--- src/rtl/uart_rx_oversampled.sv ---
// 8N1 UART receiver sampling an oversampled serial line.
// Start bit is qualified at mid-bit; data and stop bits are sampled once per bit period.
module uart_rx_oversampled #(
  parameter int unsigned OVERSAMPLE = 16
) (
  input  logic       clk,
  input  logic       rst,
  input  logic       en,
  input  logic       in,
  output logic [7:0] out,
  output logic       done,
  output logic       err,
  output logic       busy
);

  localparam int unsigned CNT_W  = (OVERSAMPLE > 2) ? $clog2(OVERSAMPLE) : 1;
  localparam int unsigned IDX_W  = 3;
  localparam int unsigned DATA_W = 8;
  localparam logic [CNT_W-1:0] CNT_HALF = CNT_W'(OVERSAMPLE / 2 - 1);
  localparam logic [CNT_W-1:0] CNT_LAST = CNT_W'(OVERSAMPLE - 1);
  localparam logic [IDX_W-1:0] IDX_LAST = IDX_W'(DATA_W - 1);

  typedef enum logic [2:0] {
    IDLE      = 3'd0,
    START_BIT = 3'd1,
    DATA_BITS = 3'd2,
    STOP_BIT  = 3'd3,
    WAIT_IDLE = 3'd4
  } state_e;

  state_e              state_q, state_d;
  logic [CNT_W-1:0]    cnt_q, cnt_d;
  logic [IDX_W-1:0]    idx_q, idx_d;
  logic [DATA_W-1:0]   shift_q, shift_d;
  logic [DATA_W-1:0]   out_q, out_d;
  logic                done_q, done_d;
  logic                err_q, err_d;
  logic                busy_q, busy_d;
  logic [1:0]          sync_q, sync_d;
  logic                rx_s;

  assign rx_s   = sync_q[1];
  assign sync_d = {sync_q[0], in};

  // Next-state and registered-output logic
  always_comb begin
    state_d = state_q;
    cnt_d   = cnt_q;
    idx_d   = idx_q;
    shift_d = shift_q;
    out_d   = out_q;
    done_d  = 1'b0;
    err_d   = 1'b0;
    case (state_q)
      IDLE: begin
        if (en && !rx_s) begin
          state_d = START_BIT;
          cnt_d   = '0;
        end
      end
      START_BIT: begin
        if (cnt_q == CNT_HALF) begin
          cnt_d = '0;
          if (!rx_s) begin
            state_d = DATA_BITS;
            idx_d   = '0;
          end else begin
            state_d = IDLE;
          end
        end else begin
          cnt_d = cnt_q + CNT_W'(1);
        end
      end
      DATA_BITS: begin
        if (cnt_q == CNT_LAST) begin
          cnt_d          = '0;
          shift_d[idx_q] = rx_s;
          idx_d          = idx_q + IDX_W'(1);
          if (idx_q == IDX_LAST) begin
            state_d = STOP_BIT;
          end
        end else begin
          cnt_d = cnt_q + CNT_W'(1);
        end
      end
      STOP_BIT: begin
        if (cnt_q == CNT_LAST) begin
          cnt_d = '0;
          if (rx_s) begin
            out_d   = shift_q;
            done_d  = 1'b1;
            state_d = IDLE;
          end else begin
            err_d   = 1'b1;
            state_d = WAIT_IDLE;
          end
        end else begin
          cnt_d = cnt_q + CNT_W'(1);
        end
      end
      WAIT_IDLE: begin
        // Line must return high before a new start bit can be considered
        if (rx_s) begin
          state_d = IDLE;
        end
      end
      default: begin
        state_d = IDLE;
        cnt_d   = '0;
      end
    endcase
    busy_d = (state_d != IDLE);
  end

  always_ff @(posedge clk or posedge rst) begin
    if (rst) begin
      state_q <= IDLE;
      cnt_q   <= '0;
      idx_q   <= '0;
      shift_q <= '0;
      out_q   <= '0;
      done_q  <= 1'b0;
      err_q   <= 1'b0;
      busy_q  <= 1'b0;
      sync_q  <= 2'b11;
    end else begin
      state_q <= state_d;
      cnt_q   <= cnt_d;
      idx_q   <= idx_d;
      shift_q <= shift_d;
      out_q   <= out_d;
      done_q  <= done_d;
      err_q   <= err_d;
      busy_q  <= busy_d;
      sync_q  <= sync_d;
    end
  end

  assign out  = out_q;
  assign done = done_q;
  assign err  = err_q;
  assign busy = busy_q;

endmodule

--- config.mk ---
export PLATFORM = sky130hd
export DESIGN_NAME = uart_rx_oversampled
export DESIGN_NICKNAME = d
export VERILOG_FILES = /design/src/rtl/uart_rx_oversampled.sv
export SDC_FILE = /design/constraint.sdc
export NUM_CORES = 1
export LEC_CHECK = 0
export ABC_AREA = 1
export BUFFER_PORTS_ARGS = -buffer_cell sky130_fd_sc_hd__buf_2
export CORE_AREA = 2 2 45 68
export CTS_CLUSTER_SIZE = 28
export DETAILED_ROUTE_END_ITERATION = 10
export DIE_AREA = 0 0 47 70
export GPL_ROUTABILITY_DRIVEN = 0
export GPL_TIMING_DRIVEN = 0
export PLACE_DENSITY_LB_ADDON = 0.15
export SLEW_MARGIN = 20
export SYNTH_ARGS = -nofsm -noshare
export SYNTH_HDL_FRONTEND = slang
export SYNTH_SLANG_ARGS = --single-unit
--- constraint.sdc ---
create_clock -name clk -period 1.4 [get_ports clk]
set_input_delay 0.28 -clock clk [delete_from_list [all_inputs] [get_ports clk]]
set_output_delay 0.28 -clock clk [all_outputs]
set_load 0.005 [all_outputs]
### Word level (Yosys, flattened, before mapping)

Index checks and enable logic that the tools add are counted.

| word-level totals | value |
|---|---|
| output and inout bits | 11 |
| bits of input ports | 4 |
| word-level logic and storage cells | 62 |
| register bits after elaboration | 31 |

| cells by class | value |
|---|---|
| equality and inequality tests | 11 |
| add/sub/neg operators | 2 |
| muxes and demuxes | 26 |
| bitwise operators | 1 |
| $lt $le $gt $ge | 2 |
| reductions and logical operators | 11 |

Operators by type and width:

| operator | count |
|---|---|
| 2-to-1 mux 3 bit | 10 |
| one-hot mux 4 bit (4 select lines) | 1 |
| one-hot mux 3 bit (5 select lines) | 1 |
| 2-to-1 mux 4 bit | 3 |
| bitwise mux 8 bit | 1 |
| inequality test 2 bit (second input constant) | 4 |
| 2-to-1 mux 1 bit | 7 |
| == test 3 x 2 -> 1 bit (second input constant) | 2 |
| == test 3 bit (second input constant) | 2 |
| one-hot mux 3 bit (2 select lines) | 1 |
| adder 4 x 1 -> 4 bit (second input constant) | 1 |
| == test 4 x 3 -> 1 bit (second input constant) | 1 |
| == test 4 bit (second input constant) | 1 |
| less-than comparator 3 x 4 -> 1 bit (second input constant) | 1 |
| AND reduction 2 bit | 2 |
| AND reduction 4 bit | 1 |
| adder 3 x 1 -> 3 bit (second input constant) | 1 |
| demux 1 bit (select 3 bit) | 1 |
| == test 3 x 1 -> 1 bit (second input constant) | 1 |
| greater-or-equal comparator 3 x 1 -> 1 bit (second input constant) | 1 |
| logical NOT 3 bit | 1 |
| AND reduction 3 bit | 1 |
| nonzero test 3 bit | 1 |
| logical AND 1 bit | 2 |
| other kinds (5) | 5 |

### Longest topological paths before layout

Gate-level depths: netlist of the first run.

| depth | value |
|---|---|
| depth after elaboration | 5 |
| depth in mapped cells | 8 |
| depth with buffers taken out | 8 |

### Worst setup path after synthesis of the first run

OpenSTA, ideal clock, no wires.

| path | value |
|---|---|
| path type | flip-flop to flip-flop |
| start | register cnt_q[0] |
| end | register busy_q, in the netlist busy |
| arrival | 1.158 ns |
| clock period less this slack | 1.276 ns |
| path slack | 0.124 ns |
| library setup time | 0.119 ns |
| path buffers | 0 |
| data required time | 1.281 ns |
| cell stages (with the launch flop) | 9 |
| cell sequence | dfrtp_1 > ha_1 > nand2_2 > nor2_1 > inv_2 > nand2_4 > nand2_2 > nor2_2 > nand2_1 |

| between the ends | value |
|---|---|
| longest elaborated chain between the ends | 4 |
| elaborated cells on any way between the ends | 7 |
| classes of those cells | eq/ne: 2; mux: 4; reduce/logical: 1 |

Ends and longest elaborated chain:

| element | RTL line | source |
|---|---|---|
| from (decl) | 32 | `logic [CNT_W-1:0] cnt_q, cnt_d;` |
| from (signal assigned) | 128 | `cnt_q <= cnt_d;` |
| == test 4 bit or == test 4 x 3 -> 1 bit (tied branches) | 75, 87, 62 |  |
| 2-to-1 mux 3 bit (on tied branches) | 87, 62, 75 |  |
| one-hot mux 3 bit (5 select lines) (*) | 54 | `case (state_q)` |
| nonzero test 3 bit (*) | 112 | `busy_d = (state_d != IDLE);` |
| named net busy_d | 38 | `logic busy_q, busy_d;` |
| to (signal assigned) | 134 | `busy_q <= busy_d;` |
| to (decl) | 38 |  |

Mark *: on every way through the listed nets, which the timed path passes. The rest lies on a longest branch.
A chain may end at the register's enable or synchronous reset.

### Worst setup path in the final report of the first run

| path | value |
|---|---|
| start | register cnt_q[1] |
| end | register idx_q[0] |

| between the ends | value |
|---|---|
| longest elaborated chain between the ends | 3 |
| elaborated cells on any way between the ends | 5 |
| classes of those cells | eq/ne: 4; reduce/logical: 1 |

Ends and longest elaborated chain:

| element | RTL line | source |
|---|---|---|
| == test 4 bit or == test 4 x 3 -> 1 bit (tied branches) | 75, 62 |  |
| inequality test 2 bit (no source line) | n/a |  |
| AND reduction 4 bit (no source line) (*) | n/a |  |
| to (signal assigned) | 129 | `idx_q <= idx_d;` |
| to (decl) | 33 | `logic [IDX_W-1:0] idx_q, idx_d;` |

Mark *: on every way between the ends. The rest lies on a longest branch, timed or not.

==> run metrics, run 1 <==
outcome finished, final reports clean; Port-buffer cells 14; Worst Reg-to-Reg Cells 8; Total Routing Usage GR 21.49%; Reg clk slew, reported paths 0.06 ns; post-cts hold buffer count 0; # fillers roughly 240; Slew headroom 58.29%; top cells by area, synth dfrtp_1 (49%), nand2_1 (15%), nand3_1 (4.7%); Final ANT Viol Nets 0; Row Count 24; worst-skew pair later-pin latency 0.28 ns; Num CTS Buffers 5; dpl ws -0.01977 ns; setup repair after global routing missed its margin true; GR Overflow Total 0; Avg Cell Area, Syn 8.550 um^2; die span in y 70 um; final hold viol count 0; first-pass GRT wire length 5161 um; post-DP HPWL 2159 um; CTS tree done; skew final 0.007301 ns; fin cells 238; Synth top cells by count nand2_1 (59), dfrtp_1 (29), nand3_1 (14); fraction of layout cells with a size suffix above 1 28.14%; synth unique cells 24; Int Pwr 1811 uW; dpl cell area 0.001607 mm^2; Power Density ~1600 mW/mm^2; initial antenna violation count 0; crit-path max FO 6; Synth top area share 48.78%; Reg2Reg Setup Slack 0.07 ns; Worst Max-Slew Pin Slew 0.6248 ns; crit path launch type register; minimum clock period 1.329 ns; count leader, synth nand2_1; clock buffer depth 2; ANT cells 0; Sequential Power Share 43.6%; Post-Synthesis Cell Area 0.001488 mm^2; Initial Utilization ~54%; I/O pins 15; via count 1208; CP endpoint kind register; clock network power share 24.7%; root buffer cell clkbuf_8; switching part of the total 35.41%; Syn-to-layout area delta 18.59%; Nets 206; Slew Limit Fails 0; routed len/inst 12.55 um; drc violations 0; Placed Cells incl. Taps 227; kind of critical path reg2reg; top_reg_cell synth dfrtp_1; worst vdd ir 1.059 mV; die area 0.003290 mm^2; min-delay worst type in2async; CTS H-Tree Depth 2; initial drt markers 32; Worst EP required 1.57 ns; asr flop ratio synth 100.0%; MaxCap Viol Count 0; Mapped Cells 174; Net Sw Power 993.0 uW; Net Count, Synth 181; sequential-to-total area share from yosys stat 52.31%; Core Region 0.002763 mm^2; Comb power frac 31.7%; CP arrival 1.49 ns; LEAKAGE roughly 0.00092 uW; Final Instance Area 0.001764 mm^2; fmax roughly 0.75 GHz; final WL between 2000 and 3000 um; largest net degree at the start of global routing 32; worst setup margin between 0.07 and 0.08 ns; Setup violations, final 0; drt via density 5.076; post-synth top area cell dfrtp_1; EDFF count, synth 0; synthesized flop and latch total 31; first-pass iteration count of the detailed router 4; number of global-route vias before repair 1210; Ys Warns 0; Final Cycle Share 94.90%; Die Wd 47 um; Clock Sinks 31
[routing by layer]
metal	global-route usage, %	up-vias	share of wire [%]
met5	0	-	0
met4	8.025	0	1.9
met3	5.426	8	3.3
met2	38.05	27	57
met1	22.79	573	38
li1	-	600	-
[worst paths after layout]
check,from,end
setup / recovery,cnt_q[1],idx_q[0]
hold / removal,rst,out[4]
setup reg to reg,cnt_q[1],idx_q[0]
hold reg to reg,sync_q[0],sync_q[1]
max in group asynchronous,rst,idx_q[1]
min in group clk,in,sync_q[0]
[power by group through the flow]
stage	Sequential, uW	Combinational [uW]	Clock (uW)
floorplan	1180	606	0
global placement	1210	703	0
detailed placement	1220	741	0
CTS	1200	781	723
global route	1240	1010	770
finish	1220	888	693
[logic make-up after synthesis]
family                     count (synthesis)  share of synthesized area [%]
DFF                                       31                          52.31
adders and majority gates                  3                          2.523
buffers and inverters                     18                          5.046
AOI/OAI and AO/OA                         15                          5.214
and+or+nand+nor                          105                          33.73
xor gates and xnor gates                   2                          1.178
[flip-flops by register name (all words and copies together), names as in the netlist]
signal,flops
shift_q,8
done,1
cnt_q,4
err,1
sync_q,2
state_q,3
idx_q,3
busy,1
out,8
[cell usage in the layout, fill, tap and decap left out, drive strengths merged, types with 3 or more instances in the layout]
master | netlist | routed
o21ai | 14 | 14
dfrtp | 29 | 29
nand2 | 66 | 66
buf | 2 | 20
inv | 14 | 14
nor2 | 19 | 19
clkinv | 2 | 3
nand3 | 16 | 16
clkbuf | 0 | 6
ha | 3 | 3
[worst max-delay path, stage by stage, from the launching register on]
cell     delay, ns
dfrtp_1       0.40
ha_4          0.18
nand2_4       0.07
nor2_4        0.19
nand2_4       0.11
nand2_4       0.11
nand2_4       0.05
nand2_2       0.06
nand2_2       0.05
[cell type report]
type / count / area, um^2 / area share, %
inverter: 16 / 65.06 / 3.688
tap: 39 / 48.80 / 2.766
clock buffer: 6 / 82.58 / 4.681
timing repair buffer: 18 / 100.1 / 5.674
clock inverter: 1 / 5.005 / 0.2837
multi-input combinational: 125 / 669.4 / 37.94
sequential: 31 / 780.7 / 44.26
buffer: 2 / 12.51 / 0.7092
[repair_timing]
item                       4_1_cts  5_1_grt
buffers inserted                 1        3
pin swaps                        1        4
gates resized for setup          1       11
cloned                           0        0
setup endpoints to repair       14       22
[metrics by stage]
stage	TNS, ns	hold WS [ns]	util (%)	power [uW]
2_1_floorplan	0	0.2845	-	1789
3_3_place_gp	0	0.3471	58.15	1910
3_5_place_dp	-0.06828	0.3482	58.15	1958
4_1_cts	0	0.09006	61.68	2700
5_1_grt	-0.01720	0.08999	63.86	3022
6_report	0	0.07230	63.86	2804
No activity file was read; power rests on OpenSTA's default activity.
==> run 2, diff against run 1 <==
--- a/config.mk
+++ b/config.mk
@@ -7,10 +7,10 @@
 export LEC_CHECK = 0
 export ABC_AREA = 1
 export BUFFER_PORTS_ARGS = -buffer_cell sky130_fd_sc_hd__buf_2
-export CORE_AREA = 2 2 45 68
+export CORE_AREA = 2 2 44 66
 export CTS_CLUSTER_SIZE = 28
 export DETAILED_ROUTE_END_ITERATION = 10
-export DIE_AREA = 0 0 47 70
+export DIE_AREA = 0 0 46 68
 export GPL_ROUTABILITY_DRIVEN = 0
 export GPL_TIMING_DRIVEN = 0
 export PLACE_DENSITY_LB_ADDON = 0.15
==> constraint.sdc (replaced) <==
create_clock -name clk -period 1.7 [get_ports clk]
set_input_delay 0.34 -clock clk [delete_from_list [all_inputs] [get_ports clk]]
set_output_delay 0.34 -clock clk [all_outputs]
set_load 0.005 [all_outputs]
==> run 2 against run 1 <==
Effect of this change:
- critical endpoint is now cnt_q[3]
- cell area down 4.3%
- first-iteration DRC count down 6.3%
- clock power shrank 9.1%
- clock skew is 0.0030 ns lower
- final cell count fell by 7.1%
- largest cell class unchanged
==> run metrics, run 2 (synthesis gave the netlist of run 1 again) <==
Row Count 23; Net Sw Power 766.7 uW; Top Metal Used met4; worst vdd ir between 0.8 and 0.9 mV; ANT cells 0; CP arrival 1.58 ns; met1 WL around 1100 um; CTS H-Tree Depth 2; MaxCap Viol Count 0; Worst Reg-to-Reg Cells 8; crit-path max FO 6; Final ANT Viol Nets 0; clock network power share between 20% and 30%; dpl ws 0.2894 ns; Clock Sinks 31; Crit path top cell by count nand2_1; Nets 202; Power Density roughly 1300 mW/mm^2; LEAKAGE 0.0008968 uW; first-pass iteration count of the detailed router 4; die area 0.003128 mm^2; drc violations 0; area of the multi-input gates about 630 um^2; routed len/inst 12.58 um; Total Routing Usage GR 23.54%; kind of critical path reg2reg; I/O pins 15; clock buffer depth 2; Routed met2 length 1440 um; Setup TNS 0 ns; number of global-route vias before repair about 1200; via count 1165; largest net degree at the start of global routing 32; final hold viol count 0; initial antenna violation count 0; Sequential Power Share 44.2%; Final Instance Area 0.001689 mm^2; Int Pwr 1461 uW; Die Wd between 40 and 50 um; post-cts hold buffer count 0; # fillers 214; Slew Limit Fails 0; most frequent cells in the layout nand2_1 (59), dfrtp_1 (29), buf_2 (16), nand3_1 (14); Final Cycle Share 82.57%; Crit path depth 8; initial drt markers 30; fraction of layout cells with a size suffix above 1 23.47%; setup repair after global routing missed its margin false; Reg2Reg Setup Slack 0.30 ns; end point of the critical path cnt_q[3]; minimum clock period 1.404 ns; Port-buffer cells 14; Crit Reg-Reg Startpoint cnt_q[0]; critical path launch point cnt_q[0]; register area 778.2 um^2; Syn-to-layout area delta 13.54%; worst setup margin 0.2963 ns; Comb power frac 27.5%; skew final 0.004261 ns; outcome finished, final reports clean; Setup Buffers After CTS 0; Setup violations, final 0; Slew headroom 58.65%; crit path launch type register; total chip power 2228 uW; switching part of the total between 30% and 40%; cts repair resizes 0; post-DP HPWL 2084 um; CTS tree done; worst-skew pair later-pin latency 0.29 ns; first-pass GRT wire length 5099 um; root buffer cell clkbuf_8; Buf+Inv Stages, Crit Path 1; worst reg2reg endpoint cnt_q[3]; CP max stage cell dfrtp_1; fin cells 221; CP max stage delay between 0.3 and 0.4 ns; Worst EP required between 1.5 and 2 ns; final WL 2780 um; CP endpoint kind register; Worst Max-Slew Pin Slew between 0.6 and 0.7 ns; GR Overflow Total 0; dpl cell area 0.001589 mm^2; Placed Cells incl. Taps 213; commonest non-fill, non-tap cell in the layout nand2_1; die span in y 68 um; Core Region roughly 0.0026 mm^2; Initial Utilization 57.44%; Num CTS Buffers 5; CP top delay family simple AND/OR/NAND/NOR gates; drt via density approximately 5.3; min-delay worst type in2async; Reg clk slew, reported paths 0.06 ns; fmax just over 0.7 GHz; met3 routed WL 122 um; CP Cell Sequence ha_1 > nand2_2 > nor2_1 > inv_2 > nand2_4 > nand2_1 > nand2_1 > o21ai_0
run 2: area by class of cell:
type	count	area share, %
timing repair buffer	14	4.148
inverter	16	3.852
clock buffer	8	5.926
multi-input combinational	125	37.56
sequential	31	46.07
buffer	2	0.5926
tap	25	1.852
run 2: per-stage QoR:
stage / util, % / hold slack (ns)
after floorplan: - / 0.3445
after global placement: 61.35 / 0.3455
after detailed placement: 61.35 / 0.3491
after CTS: 65.22 / 0.1402
after global routing: 65.22 / 0.1421
final: 65.22 / 0.1269
run 2: worst register-to-register path, delay by kind of cell, from the launching register on:
family	cells	cell delay, ns
compound gates	1	0.07
fa+ha+maj	1	0.25
buf+inv	1	0.06
flops	1	0.39
simple gates	5	0.51
run 2: metal layers:
layer	vias up	track usage (%)
met2	28	39.93
met1	537	22.77
li1	588	-
met5	-	0
met4	0	17.86
met3	12	7.124
run 2: worst min-delay path by stage:
stage | cells after the start | endpoint
floorplan | 0 | sync_q[0]
global placement | 0 | sync_q[1]
detailed placement | 0 | sync_q[1]
CTS | 1 | sync_q[0]
global route | 1 | sync_q[0]
finish | 2 | out[0]
run 2: power groups by stage:
| stage | clock network (uW) | registers (uW) | logic [uW] |
|---|---|---|---|
| after floorplan | 0 | 974 | 499 |
| after global placement | 0 | 993 | 582 |
| after detailed placement | 0 | 1000 | 610 |
| after CTS | 647 | 987 | 615 |
| after global routing | 681 | 1010 | 715 |
| final | 630 | 985 | 612 |
